==> src/rtl/seven_seg_scan_pkg.sv <==
`default_nettype none
// ============================================================================
// Module  : seven_seg_scan_pkg
// Brief   : Segment pattern constants and shared types for the 7-seg scanner.
// Revision: 1.0 - initial release
// ============================================================================
package seven_seg_scan_pkg;

  typedef logic [6:0] seg_t;    // {g,f,e,d,c,b,a}, active-low
  typedef logic [3:0] anode_t;  // anode[i] selects digit i, active-low

  localparam seg_t c_seg_0    = 7'b1000000;
  localparam seg_t c_seg_1    = 7'b1111001;
  localparam seg_t c_seg_2    = 7'b0100100;
  localparam seg_t c_seg_3    = 7'b0110000;
  localparam seg_t c_seg_4    = 7'b0011001;
  localparam seg_t c_seg_5    = 7'b0010010;
  localparam seg_t c_seg_6    = 7'b0000010;
  localparam seg_t c_seg_7    = 7'b1111000;
  localparam seg_t c_seg_8    = 7'b0000000;
  localparam seg_t c_seg_9    = 7'b0010000;
  localparam seg_t c_seg_dash = 7'b0111111;
  localparam seg_t c_seg_off  = 7'h7F;

  localparam anode_t c_anode_off = 4'hF;

  // Active-low one-hot select for the digit being scanned.
  function automatic anode_t anode_sel(input logic [1:0] idx);
    return ~(anode_t'(1) << idx);
  endfunction

endpackage
`default_nettype wire

==> src/rtl/seven_seg_scan_if.sv <==
`default_nettype none
// ============================================================================
// Module  : seven_seg_scan_if
// Brief   : Digit inputs, display controls and panel drive of the scanner.
// Revision: 1.0 - initial release
// ============================================================================
interface seven_seg_scan_if;
  import seven_seg_scan_pkg::*;

  logic       en;
  logic [3:0] d0;
  logic [2:0] d1;
  logic [3:0] d2;
  logic [1:0] d3;
  logic [3:0] blink_mask;
  logic       dp_en;
  seg_t       seg;
  anode_t     anode;
  logic       dp;

  modport master (
    output en, d0, d1, d2, d3, blink_mask, dp_en,
    input  seg, anode, dp
  );

  modport slave (
    input  en, d0, d1, d2, d3, blink_mask, dp_en,
    output seg, anode, dp
  );

endinterface
`default_nettype wire

==> src/rtl/seven_seg_scan_bcd_to_seg.sv <==
`default_nettype none
// ============================================================================
// Module  : bcd_to_seg
// Brief   : 4-bit value to active-low 7-segment pattern; 10-15 shows a dash.
// Revision: 1.0 - initial release
// ============================================================================
module bcd_to_seg
  import seven_seg_scan_pkg::*;
(
  input  wire logic [3:0] value,
  output seg_t            seg
);

  always_comb begin
    seg = c_seg_dash;
    case (value)
      4'd0:    seg = c_seg_0;
      4'd1:    seg = c_seg_1;
      4'd2:    seg = c_seg_2;
      4'd3:    seg = c_seg_3;
      4'd4:    seg = c_seg_4;
      4'd5:    seg = c_seg_5;
      4'd6:    seg = c_seg_6;
      4'd7:    seg = c_seg_7;
      4'd8:    seg = c_seg_8;
      4'd9:    seg = c_seg_9;
      default: seg = c_seg_dash;
    endcase
  end

endmodule
`default_nettype wire

==> src/rtl/seven_seg_scan.sv <==
`default_nettype none
// ============================================================================
// Module  : seven_seg_scan
// Brief   : Time-multiplexed HH:MM driver for a 4-digit common-anode display.
// Revision: 1.0 - initial release
// ============================================================================
module seven_seg_scan
  import seven_seg_scan_pkg::*;
#(
  parameter int SCAN_DIV    = 100000,
  parameter int BLINK_DIV   = 25000000,
  parameter int LZ_SUPPRESS = 1
) (
  input  wire logic        clk,
  input  wire logic        rst,
  seven_seg_scan_if.slave  bus
);

  localparam int SW = $clog2(SCAN_DIV);
  localparam int BW = $clog2(BLINK_DIV);
  localparam logic [SW-1:0] c_scan_last  = SW'(SCAN_DIV - 1);
  localparam logic [BW-1:0] c_blink_last = BW'(BLINK_DIV - 1);

  logic [SW-1:0] r_scan_cnt;
  logic [1:0]    r_idx;
  logic [BW-1:0] r_blink_cnt;
  logic          r_blink_phase;
  logic [3:0]    r_sh0;
  logic [2:0]    r_sh1;
  logic [3:0]    r_sh2;
  logic [1:0]    r_sh3;
  seg_t          r_seg;
  anode_t        r_anode;
  logic          r_dp;

  logic          w_tick;
  logic          w_blink_tc;
  logic [3:0]    w_value;
  seg_t          w_digit_seg;
  logic          w_blink_off;
  logic          w_lz_blank;
  logic          w_visible;

  assign w_tick     = (r_scan_cnt == c_scan_last);
  assign w_blink_tc = (r_blink_cnt == c_blink_last);

  always_comb begin
    w_value = 4'd0;
    case (r_idx)
      2'd0:    w_value = r_sh0;
      2'd1:    w_value = {1'b0, r_sh1};
      2'd2:    w_value = r_sh2;
      default: w_value = {2'b00, r_sh3};
    endcase
  end

  bcd_to_seg u_dec (
    .value (w_value),
    .seg   (w_digit_seg)
  );

  // Slot position 0 is always dark so the previous digit cannot ghost.
  assign w_blink_off = bus.blink_mask[r_idx] && !r_blink_phase;
  assign w_lz_blank  = (LZ_SUPPRESS != 0) && (r_idx == 2'd3) && (r_sh3 == 2'd0);
  assign w_visible   = (r_scan_cnt != '0) && bus.en && !w_blink_off && !w_lz_blank;

  always_ff @(posedge clk) begin
    if (rst) begin
      r_scan_cnt    <= '0;
      r_idx         <= 2'd0;
      r_blink_cnt   <= '0;
      r_blink_phase <= 1'b1;
      r_sh0         <= '0;
      r_sh1         <= '0;
      r_sh2         <= '0;
      r_sh3         <= '0;
    end else begin
      r_scan_cnt <= w_tick ? '0 : r_scan_cnt + SW'(1);
      if (w_tick) begin
        r_idx <= r_idx + 2'd1;
        // Snapshot at frame end keeps a whole frame consistent.
        if (r_idx == 2'd3) begin
          r_sh0 <= bus.d0;
          r_sh1 <= bus.d1;
          r_sh2 <= bus.d2;
          r_sh3 <= bus.d3;
        end
      end
      if (w_blink_tc) begin
        r_blink_cnt   <= '0;
        r_blink_phase <= ~r_blink_phase;
      end else begin
        r_blink_cnt <= r_blink_cnt + BW'(1);
      end
    end
  end

  always_ff @(posedge clk) begin
    if (rst) begin
      r_seg   <= c_seg_off;
      r_anode <= c_anode_off;
      r_dp    <= 1'b1;
    end else begin
      r_seg   <= w_visible ? w_digit_seg : c_seg_off;
      r_anode <= w_visible ? anode_sel(r_idx) : c_anode_off;
      r_dp    <= ~(w_visible && (r_idx == 2'd2) && bus.dp_en);
    end
  end

  assign bus.seg   = r_seg;
  assign bus.anode = r_anode;
  assign bus.dp    = r_dp;

endmodule
`default_nettype wire

==> src/flat_wrapper.sv <==
// flat-port wrapper written by rule: the top's interface ports become plain ports
module seven_seg_scan_flat import seven_seg_scan_pkg::*;
#(
  parameter int SCAN_DIV    = 100000,
  parameter int BLINK_DIV   = 25000000,
  parameter int LZ_SUPPRESS = 1
)
  (clk, rst, bus_en, bus_d0, bus_d1, bus_d2, bus_d3, bus_blink_mask, bus_dp_en, bus_seg, bus_anode, bus_dp);
  seven_seg_scan_if bus_i ();
  input  wire logic clk;
  input  wire logic rst;
  input wire logic [$bits(bus_i.en)-1:0] bus_en;
  input wire logic [$bits(bus_i.d0)-1:0] bus_d0;
  input wire logic [$bits(bus_i.d1)-1:0] bus_d1;
  input wire logic [$bits(bus_i.d2)-1:0] bus_d2;
  input wire logic [$bits(bus_i.d3)-1:0] bus_d3;
  input wire logic [$bits(bus_i.blink_mask)-1:0] bus_blink_mask;
  input wire logic [$bits(bus_i.dp_en)-1:0] bus_dp_en;
  output wire logic [$bits(bus_i.seg)-1:0] bus_seg;
  output wire logic [$bits(bus_i.anode)-1:0] bus_anode;
  output wire logic [$bits(bus_i.dp)-1:0] bus_dp;
  assign bus_i.en = bus_en;
  assign bus_i.d0 = bus_d0;
  assign bus_i.d1 = bus_d1;
  assign bus_i.d2 = bus_d2;
  assign bus_i.d3 = bus_d3;
  assign bus_i.blink_mask = bus_blink_mask;
  assign bus_i.dp_en = bus_dp_en;
  assign bus_seg = bus_i.seg;
  assign bus_anode = bus_i.anode;
  assign bus_dp = bus_i.dp;
  seven_seg_scan #(.SCAN_DIV(SCAN_DIV), .BLINK_DIV(BLINK_DIV), .LZ_SUPPRESS(LZ_SUPPRESS)) u_core (.clk(clk), .rst(rst), .bus(bus_i));
endmodule
==> config.mk <==
export PLATFORM = sky130hd
export DESIGN_NAME = seven_seg_scan_flat
export DESIGN_NICKNAME = d
export VERILOG_FILES = /design/src/rtl/seven_seg_scan_pkg.sv /design/src/rtl/seven_seg_scan_if.sv /design/src/rtl/seven_seg_scan_bcd_to_seg.sv /design/src/rtl/seven_seg_scan.sv /design/src/flat_wrapper.sv
export SDC_FILE = /design/constraint.sdc
export NUM_CORES = 1
export LEC_CHECK = 0
export BUFFER_PORTS_ARGS = -buffer_cell sky130_fd_sc_hd__buf_2
export CAP_MARGIN = 20
export CORE_MARGIN = 1
export CORE_UTILIZATION = 45
export DETAILED_ROUTE_END_ITERATION = 16
export PLACE_DENSITY = 0.7
export SETUP_SLACK_MARGIN = 0.1
export SYNTH_ARGS = -nofsm -noshare
export SYNTH_HDL_FRONTEND = slang
export SYNTH_SLANG_ARGS = --single-unit
==> constraint.sdc <==
create_clock -name clk -period 2.6 [get_ports clk]
set_input_delay 0.65 -clock clk [delete_from_list [all_inputs] [get_ports clk]]
set_output_delay 0.65 -clock clk [all_outputs]
set_load 0.05 [all_outputs]
==> reports/results.ini <==
[grt]
grt_start_max_net_pins = 25
grt_usage_pct = 17.5
grt_pass1_wl_mm = 10.1
grt_pass1_vias = 2310
antenna_found_initial = 0
overflow = 0

[placement]
post-place-ws_ns = 0.347
io_buffers = 32
dp.cells = 449
gp_congestion = 0.808
dp_hpwl_mm = 4.10

[finish]
stdcell_count = 465
fin_nets = 414
antenna_cells = 0
syn2layout_area_growth_pct = 12.4
drive_gt1_share_pct = 14.7

[synthesis]
synthTopCellsByCount = 70 x dfxtp_1, 70 x nor2_1, 23 x xnor2_1
async_reset_ff_share_pct = 0
synth_cell_type_count = 40
avgSynthCellArea_um2 = 8.92
yosys.area.top_type = dfxtp_1
synthCells = 350
ys_ff_latch = 70
ys_seq_area_share_pct = 44.9
yosys-top-cells-area = dfxtp_1 45%, nor2_1 8.4%, xnor2_1 6.5%
synth-edff-count = 0
yosysWarnings = 0
synth-main-ff-cell = dfxtp_1
syn_nets = 381
netlist_area_um2 = 3120
synth_top_area_share_pct = 44.9

[worst_setup_path]
cp_max_fo = 6
reg2reg_slack_ns = 0.43
r2r-end = u_core.bus.seg[5]
cp.required_ns = 2.84
cp-endpoint = u_core.bus.seg[5]
cp.arrival_ns = 2.41
ff2ff_path_depth = 8
critical_path_class = flop to flop
crit_start = u_core.r_idx[1]
critical_path.startpoint_type = flop
crit_path_end_kind = flop
r2r-start = u_core.r_idx[1]

[cts]
cts-htree-levels = 3
ctsHoldBuffers = 0
clock_latency_ns = 0.35
cts-root-buf = clkbuf_8
cts_made_buffers = 9
clk_pin_slew_ns = 0.07
cts_buffer_depth = 2
cts.sinks = 70
cts_tree = built

[floorplan]
num_rows = 29
die-area_um2 = 7280
dieHeight_um = 85.3
pin_count = 33
start_util_pct = 47.8
chipWidth_um = 85.3
core_um2 = 6530

[timing]
slew_headroom_pct = 62.4
final.period_utilization_pct = 83.5
holdWs_ns = 0.443
fmax_mhz = 461
hold_viol_final = 0
finalSetupTns_ns = 0
rsz0062_at_grt = no
skew_ns = 0.00700
tightest_slew_ns = 0.564
slew_violations = 0
fin_ws_ns = 0.430
setup_violations = 0
min_period_ns = 2.17

[drt]
wl_per_cell_um = 12.6
drt_wl_total_mm = 5.87
drt_iter0_drc = 87
routedLengthMet1_mm = 2.86
drtPass1Iterations = 4
antenna_left = 0
dr_wl_met3_um = 249
drc = 0
num_vias = 2434
highest_layer = met4
vias_per_cell = 5.23
met2WireLength_mm = 2.71

[flow_run]
drv_cap = 0

[status]
status = completed

[power_and_ir_drop]
p_sw_uw = 463
swShare_pct = 22.3
pwr-share-clk_pct = 42.6
seq_power_share_pct = 52.8
p_leak_uw = 0.00129
power_uw = 2080
irDropWorstVdd_mv = 0.484
p_int_uw = 1610
powerDensity_nw_per_um2 = 591
p_comb_share_pct = 4.7

[worst_hold_path]
min_path_type = flop to flop

layer usage:
| layer | vias to the layer above | global-route usage (%) |
|---|---|---|
| met1 | 1137 | 21.0 |
| met2 | 38 | 29.8 |
| met3 | 6 | 5.54 |
| met5 | - | 0 |
| met4 | 0 | 5.91 |
| li1 | 1253 | - |
worst max-delay path, cell delays in order (launching register included):
cell and delay [ns]:
dfxtp_1 0.49, inv_1 0.12, ha_1 0.25, a22o_1 0.26, o21ai_1 0.26, inv_1 0.12, ha_1 0.23, o32ai_1 0.27
nand2_1 0.08
cells in the final DEF, fill, tap and decap left out, drive strengths merged:
cell      instances
o21a              1
or4               1
o21ai             3
nor3             13
a22o              1
o32ai             1
nor2b             2
nand4            13
and4              4
or2               3
mux2i            16
xor2             17
buf              35
inv              11
nor4              6
clkinvlp          1
dfxtp            70
o2111ai           1
nand2b            3
and2              2
and3              6
a21oi             6
a22oi             2
nand2            22
a21o              2
nand3            21
clkbuf           13
ha               10
nand4b            2
a222oi            1
o211ai            1
xnor2            23
nor2             72
clkinv            1
bufinv            1
or3               1
sequential cells by signal, summed over array words and instances (netlist names):
register,count
u_core.bus.anode,4
u_core.r_blink_cnt,25
u_core.bus.dp,1
u_core.bus.seg,7
u_core.r_scan_cnt,17
u_core.r_blink_phase,1
u_core.r_sh2,4
u_core.r_sh0,4
u_core.r_idx,2
u_core.r_sh3,2
u_core.r_sh1,3
power groups by stage:
stage          combinational, uW  clock [uW]  sequential (uW)
6_report                    96.8         884             1100
5_1_grt                      107         956             1100
3_3_place_gp                97.4           0             1120
3_5_place_dp                97.3           0             1120
4_1_cts                     97.7         912             1100
2_1_floorplan               44.4           0             1140
cell families after synthesis:
kind of cell / Yosys count / share of synthesized area [%]
AO/OA/AOI/OAI: 19 / 4.05
XOR/XNOR: 40 / 11.2
multiplexers: 16 / 5.13
flip-flops: 70 / 44.9
adder cells (fa/ha/maj): 10 / 4.01
buffers and inverters: 24 / 4.29
AND/OR/NAND/NOR: 171 / 26.4
worst min path at each step:
stage	from	endpoint	slack, ns	cells past startpoint
3_5_place_dp	u_core.r_blink_cnt[0]	u_core.r_blink_cnt[0]	0.44	1
3_3_place_gp	u_core.r_blink_cnt[0]	u_core.r_blink_cnt[0]	0.42	1
2_1_floorplan	u_core.r_blink_cnt[0]	u_core.r_blink_cnt[0]	0.41	1
5_1_grt	u_core.r_blink_cnt[0]	u_core.r_blink_cnt[0]	0.47	1
4_1_cts	u_core.r_blink_cnt[0]	u_core.r_blink_cnt[0]	0.45	1
6_report	u_core.r_blink_cnt[0]	u_core.r_blink_cnt[0]	0.44	1
per-stage QoR:
step                      util, %  area [um^2]
final                        53.8         3510
after global routing         53.8         3510
after CTS                    53.8         3510
after detailed placement     50.7         3310
after global placement       50.7         3310
after floorplan                 -         3120
final cells by class:
type | instances | area, um^2
fillers | 626 | 3020
multi-input cells | 256 | 1590
flip-flops and latches | 70 | 1400
repair buffers | 35 | 183
clock buffers | 13 | 159
well taps | 77 | 96.3
clock inverters | 3 | 42.5
inverters | 11 | 41.3
what timing repair did:
item | 4_1_cts | 5_1_grt
buffers inserted | 0 | 0
hold endpoints to repair | 0 | 0
setup endpoints to repair | 0 | 1
gates resized for setup | 0 | 1
Power figures use the tool's default switching activity.
